==> src/rtl/bcd_counter_4dig.sv <==
// bcd_counter_4dig -- four-digit BCD up/down counter with prescaler.
//
// A prescaler divides clk by PRESCALE; each completed prescale period
// (while count_en=1) steps the BCD count up or down by one in decimal,
// wrapping 9999<->0000. A synchronous load writes load_val, forcing any
// invalid (>9) nibble to 0 and flagging it on load_err.
//
// Optional feature: define LEADING_ZERO_BLANK_EN to blank leading-zero
// digits on digit_on; otherwise digit_on is constant 4'b1111.
//
// Ports:
//   clk       in   rising-edge clock
//   reset     in   synchronous, active-high reset
//   count_en  in   run enable; prescaler advances only while 1
//   up_dn     in   direction, 1=up, 0=down, sampled at each step
//   load      in   synchronous load strobe (priority over a step)
//   load_val  in   16  four BCD digits, [15:12]=thousands
//   bcd_out   out  16  registered count
//   digit_on  out  4   per-digit display enable
//   tick      out  one-cycle pulse when bcd_out shows a stepped value
//   rollover  out  one-cycle pulse with tick when the step wrapped
//   load_err  out  one-cycle pulse after a load containing a nibble >9
module bcd_counter_4dig #(
  parameter int unsigned PRESCALE = 50_000_000
) (
  input  logic        clk,
  input  logic        reset,
  input  logic        count_en,
  input  logic        up_dn,
  input  logic        load,
  input  logic [15:0] load_val,
  output logic [15:0] bcd_out,
  output logic [3:0]  digit_on,
  output logic        tick,
  output logic        rollover,
  output logic        load_err
);

  localparam int unsigned PW = (PRESCALE > 1) ? $clog2(PRESCALE) : 1;
  localparam logic [PW-1:0] PRESC_LAST = PW'(PRESCALE - 1);

  logic [PW-1:0] presc_q, presc_d;
  logic [15:0]   bcd_q, bcd_d;
  logic          tick_q, tick_d;
  logic          roll_q, roll_d;
  logic          lerr_q, lerr_d;

  logic          step;
  logic [15:0]   step_val;
  logic          step_wrap;
  logic [15:0]   load_fix;
  logic          load_bad;

  assign step = count_en && (presc_q == PRESC_LAST);

  // Ripple a decimal carry/borrow from the units digit upward; a carry
  // surviving past the thousands digit means the count wrapped.
  always_comb begin
    logic       carry;
    logic [3:0] nib;
    carry    = 1'b1;
    nib      = '0;
    step_val = bcd_q;
    for (int unsigned i = 0; i < 4; i++) begin
      nib = bcd_q[4*i +: 4];
      if (carry) begin
        if (up_dn) begin
          if (nib >= 4'd9) begin
            nib = '0;
          end else begin
            nib   = nib + 4'd1;
            carry = 1'b0;
          end
        end else begin
          if (nib == 4'd0) begin
            nib = 4'd9;
          end else begin
            nib   = nib - 4'd1;
            carry = 1'b0;
          end
        end
      end
      step_val[4*i +: 4] = nib;
    end
    step_wrap = carry;
  end

  always_comb begin
    load_fix = load_val;
    load_bad = 1'b0;
    for (int unsigned i = 0; i < 4; i++) begin
      if (load_val[4*i +: 4] > 4'd9) begin
        load_fix[4*i +: 4] = '0;
        load_bad           = 1'b1;
      end
    end
  end

  always_comb begin
    presc_d = presc_q;
    bcd_d   = bcd_q;
    tick_d  = 1'b0;
    roll_d  = 1'b0;
    lerr_d  = 1'b0;
    if (load) begin
      bcd_d   = load_fix;
      presc_d = '0;
      lerr_d  = load_bad;
    end else if (count_en) begin
      if (step) begin
        presc_d = '0;
        bcd_d   = step_val;
        tick_d  = 1'b1;
        roll_d  = step_wrap;
      end else begin
        presc_d = presc_q + PW'(1);
      end
    end
  end

  always_ff @(posedge clk) begin
    if (reset) begin
      presc_q <= '0;
      bcd_q   <= '0;
      tick_q  <= 1'b0;
      roll_q  <= 1'b0;
      lerr_q  <= 1'b0;
    end else begin
      presc_q <= presc_d;
      bcd_q   <= bcd_d;
      tick_q  <= tick_d;
      roll_q  <= roll_d;
      lerr_q  <= lerr_d;
    end
  end

  assign bcd_out  = bcd_q;
  assign tick     = tick_q;
  assign rollover = roll_q;
  assign load_err = lerr_q;

`ifdef LEADING_ZERO_BLANK_EN
  // A digit is lit if it or any more-significant digit is nonzero.
  assign digit_on[0] = 1'b1;
  assign digit_on[1] = |bcd_q[15:4];
  assign digit_on[2] = |bcd_q[15:8];
  assign digit_on[3] = |bcd_q[15:12];
`else
  assign digit_on = '1;
`endif

endmodule

==> config.mk <==
export PLATFORM = sky130hd
export DESIGN_NAME = bcd_counter_4dig
export DESIGN_NICKNAME = d
export VERILOG_FILES = /design/src/rtl/bcd_counter_4dig.sv
export SDC_FILE = /design/constraint.sdc
export NUM_CORES = 1
export LEC_CHECK = 0
export ABC_AREA = 1
export CORE_UTILIZATION = 25
export CTS_CLUSTER_SIZE = 40
export DETAILED_ROUTE_END_ITERATION = 12
export GPL_ROUTABILITY_DRIVEN = 1
export SYNTH_ARGS = -nofsm -noshare
export SYNTH_HDL_FRONTEND = slang
export SYNTH_SLANG_ARGS = --single-unit
==> constraint.sdc <==
create_clock -name clk -period 2.3 [get_ports clk]
set_input_delay 0.345 -clock clk [delete_from_list [all_inputs] [get_ports clk]]
set_output_delay 0.345 -clock clk [all_outputs]
set_load 0.01 [all_outputs]
# After elaboration in Yosys (flattened, before gate mapping)
# Cells that the tools add are included.
# classes
add_sub_neg,9
magnitude_cmp,8
eq_ne,1
n_mux,42
bitwise_logic,4
reduce_logical,18
# ops
op,n
4-bit two-way mux,19
16-bit two-way mux,3
"26-bit by 1-bit adder with 26-bit output, second input constant",1
"26-bit == test, second input constant",1
26-bit two-way mux,1
1-bit two-way mux,19
"4-bit by 1-bit adder with 4-bit output, second input constant",4
"4-bit >= comparator, second input constant",4
"4-bit > comparator, second input constant",4
4-bit logical NOT,4
"4-bit by 1-bit subtractor with 4-bit output, second input constant",4
2-bit nonzero test,5
3-bit AND reduction,3
5-bit OR reduction,1
1-bit NOT,4
2-bit OR reduction,2
3-bit OR reduction,1
2-bit AND reduction,1
1-bit logical AND,1
# word_totals
reg_bits,45
input_bits,21
output_inout_bits,23
elab_cells,90

# Depth between registers and ports, before layout
# depth
ltp_word,9
mapped_depth,12
depth_no_buf,12

# Worst setup path after synthesis
# No wires, ideal clock.
# synth_timing
path_kind,reg-to-reg
from,"reg bcd_q[0], in the netlist bcd_out[0]"
to,"reg bcd_q[15], in the netlist bcd_out[15]"
setup_ns,0.113
arrival_ns,1.515
t_required_ns,2.187
path_slack_ns,0.672
path_stages_with_launch,11
path_buffers,0
period_less_slack_ns,1.628
cell_sequence,dfxtp_1 -> inv_1 -> ha_1 -> nand3_1 -> nand3_1 -> nand2_1 -> nand3_1 -> nand2_1 -> nand2_1 -> nor2_1 -> nor2_1
# synth_between
elab_chain_cells,7
word_cells_on_any_way,9
cone_classes,1 x order compare; 5 x mux; 3 x reduce/logical
# synth_lines
element,line,source
"start, declared",43,"logic [15:0] bcd_q, bcd_d;"
"start signal, assigned",124,bcd_q <= '0;
"start signal, assigned",130,bcd_q <= bcd_d;
4-bit >= comparator / 4-bit logical NOT (equally long branches),"68, 75",
1-bit two-way mux (on tied branches),"68, 75",
1-bit two-way mux (*),67,if (up_dn) begin
1-bit two-way mux (*) (2 in a row),66,if (carry) begin
2-bit nonzero test (no source line) (*),-,
3-bit AND reduction (no source line) (*),-,
# Every way passes the cells marked *; elsewhere a longest branch is shown, timed or not.
# A chain may end at the register's enable or synchronous reset.

# Final worst setup path
# layout_timing
from,reg presc_q[0]
to,reg presc_q[15]
# layout_between
elab_chain_cells,3
word_cells_on_any_way,4
cone_classes,1 x add/sub; 1 x eq/ne; 1 x mux; 1 x reduce/logical
# layout_lines
element,line,source
"start, declared",42,"logic [PW-1:0] presc_q, presc_d;"
"start signal, assigned",129,presc_q <= presc_d;
branches (longest 2 deep; another with 26-bit by 1-bit adder with 26-bit output),-,
26-bit two-way mux (*),110,if (step) begin
# Every way passes the cells marked *.

==> impl_results.md <==
* Num CTS Buffers at 5
* Fill cells at between 1000 and 1500
* Hold Fails Final Rpt at 0
* First-pass GRT wire length at about 14 mm
* Synth Register Bits at 45
* Post-place instance area at between 3000 and 4000 sq um
* Vias at 3244
* GP Congestion at approximately 0.83
* Clk buf depth at 2
* Reg2Reg Setup Slack at between 0.2 and 0.3 ns
* PwrDens at 503.2 nW/um^2
* Crit path buf inv count at 0
* CTS Sinks at 45
* Root Buffer: clkbuf_16
* Setup_tns at 0 ns
* CP Capture Point: presc_q[15]
* Tot GR Track Use at around 13%
* Worst-Margin Slew at 0.9070 ns
* Crit path from: presc_q[0]
* Clk Latency, worst-skew pair at about 0.29 ns
* Crit-path slowest cell: nor2_1
* Peak fanout along the critical path at 12
* Yosys cell types at 39
* Startpoint Class: flip-flop
* Max Clk Rate at 491.3 MHz
* Async SR Flop Fraction at 0%
* IO Port Bufs at 39
* Reg-to-reg startpoint: presc_q[0]
* Synthesized area at 3194 sq um
* EDFF count, synth at 0
* Grt ovf at 0
* Post_cts resized at 0
* Crit path arrival time at 2.26 ns
* Post-route ant nets at 0
* Most common cell after layout, fill and taps aside: nand2_1
* Hold path depth at 2
* Hold Crit Class: flip-flop to flip-flop
* Final instance area at slightly below 4000 sq um
* Most frequent cells in the layout: 129 x nand2_1, 86 x nor2_1, 55 x nand3_1
* Detailed router's first-iteration violation count at between 200 and 250
* WL per Instance at around 12 microns
* Layout Nets at between 500 and 600
* Avg Vias per Cell at between 4 and 5
* CTS tree: yes
* Max_cap viols at 0
* Max-slew violations at 0
* Core Box Area at roughly 12000 sq um
* Final period util at around 89%
* Critical Path End Type: flip-flop
* Die X at approximately 120 microns
* Ports at 44
* H-tree levels at 2
* Critical Path RT at about 2.5 ns
* WHS at between 0.4 and 0.5 ns
* RSZ-0062 raised after global routing: false
* Largest net degree at the start of global routing at 25
* # DRC at 0
* Area taken by multi-input logic gates at between 2000 and 2500 sq um
* Die ar. at 13230 sq um
* Final setup vio count at 0
* Die Ht at approximately 120 microns
* Crit-path cells: ha_1, nand2_2, nor2_4, nand2_2, nor2_4, nand2_4, nand2_4, nor2_1, o21ai_0, nor2_1
* Max IR drop VDD at roughly 0.25 mV
* Hold_buf cts at 0
* Leakage Power at about 1.7 nW
* Status: complete, no violations
* Syn Inst Count at around 510
* Ratio of cells with drive above 1 in the final layout at under 10%
* Diodes inserted at 0
* Post-DP HPWL at around 6.5 mm
* Ys Warns at 0
* Synth Flop Type: dfxtp_1
* CP Depth at 10
* WS Path Type: flip-flop to flip-flop
* Num rows at 40
* Reg2reg path depth at 10
* Setup Skew at between 0.004 and 0.005 ns
* DRT Wirelength at 8.374 mm
* R2R Path End: presc_q[15]
* Drt first pass iters at 4
* Post-synthesis sequential area ratio at around 28%
* Postcts setup bufs at 0
* Number of global-route vias before repair at approximately 3100
* Crit path max-delay family: simple AND/OR/NAND/NOR gates
* Worst path max stage delay at between 0.6 and 0.7 ns
* Antenna violations before repair at 0
* Clock transition at path regs at 0.06 ns
* Relative slew margins at between 30% and 40%
* Area Overhead vs Synth at 22.76%
* Register area at ~900 sq um
* Syn Area/Cell at ~6.3 sq um
* Min Clock Period, post-route at 2.036 ns
* Initial Util at between 20% and 30%
where the power goes:
| part | switching [mW] | leakage (nW) | internal [mW] |
|---|---|---|---|
| registers | 0.0374 | 0.366 | 0.803 |
| clock network | 0.294 | 0.0700 | 0.427 |
| logic | 0.232 | 1.24 | 0.181 |
| total | 0.563 | 1.67 | 1.41 |
worst register-to-register path, delay by kind of cell (launching register included):
| family | cells | cell delay [ns] |
|---|---|---|
| compound gates | 1 | 0.21 |
| fa+ha+maj | 1 | 0.21 |
| simple gates | 8 | 1.24 |
| flops | 1 | 0.32 |
synthesized netlist by cell type (3+ instances only):
| library cell | instances | area, sq um |
|---|---|---|
| nand2_1 | 129 | 484.2 |
| nor2_1 | 86 | 322.8 |
| nand3_1 | 55 | 275.3 |
| inv_1 | 48 | 180.2 |
| dfxtp_1 | 45 | 900.9 |
| o21ai_0 | 23 | 115.1 |
| a21oi_1 | 14 | 70.07 |
| ha_1 | 14 | 175.2 |
| nor3_1 | 12 | 60.06 |
| xor2_1 | 10 | 87.58 |
| nand4_1 | 9 | 56.30 |
| buf_2 | 6 | 30.03 |
| nand2_2 | 5 | 31.28 |
| nor2_2 | 5 | 31.28 |
| buf_4 | 4 | 30.03 |
| inv_2 | 4 | 15.01 |
| nor2_4 | 4 | 45.04 |
| xnor2_1 | 4 | 35.03 |
| clkbuf_1 | 3 | 11.26 |
| nand3b_1 | 3 | 22.52 |
area by class of cell:
| type | count | area share, % |
|---|---|---|
| sequential | 45 | 22.97 |
| multi-input combinational | 398 | 51.18 |
| inverter | 52 | 4.978 |
| clock buffer | 7 | 3.638 |
| timing repair buffer | 49 | 11.87 |
| tap | 168 | 5.361 |
per-layer routing:
| metal | vias to the layer above | global-route usage, % | wire [microns] |
|---|---|---|---|
| met1 | 1466 | 16.47 | 3962 |
| met5 | - | 0 | 0 |
| met3 | 9 | 2.952 | 380 |
| met2 | 61 | 23.82 | 3934 |
| met4 | 0 | 3.636 | 96 |
| li1 | 1708 | - | - |
flip-flops by register name, summed over array words and instances (netlist names):
name,cells
presc_q,26
bcd_out,16
load_err,1
rollover,1
tick,1
worst min path at each step:
stage / start / endpoint / slack, ns
finish: presc_q[1] / presc_q[1] / 0.49
global route: presc_q[1] / presc_q[1] / 0.52
CTS: presc_q[1] / presc_q[1] / 0.50
detailed placement: presc_q[1] / presc_q[1] / 0.49
global placement: presc_q[1] / presc_q[1] / 0.48
floorplan: presc_q[1] / presc_q[1] / 0.46
cell families (layout without fill, tap and decap cells):
group / after synthesis / in the layout / share of synthesized area, %
flip-flops: 45 / 45 / 28.20
buffers and inverters: 69 / 108 / 9.322
AND/OR/NAND/NOR: 316 / 316 / 44.18
XOR/XNOR: 14 / 14 / 3.838
other: 1 / 4 / 0.1174
AO/OA/AOI/OAI: 50 / 50 / 8.852
adder cells (fa/ha/maj): 14 / 14 / 5.484
through the flow:
step	util [%]	std cells	power (mW)	setup WS, ns
finish	32.11	719	1.973	0.2645
CTS	32.11	719	2.005	0.1898
global route	32.11	719	2.085	0.002094
floorplan	-	512	1.120	0.6724
global placement	30.94	712	1.264	-0.06498
detailed placement	30.94	712	1.269	-0.05083
Power figures use the tool's default switching activity.
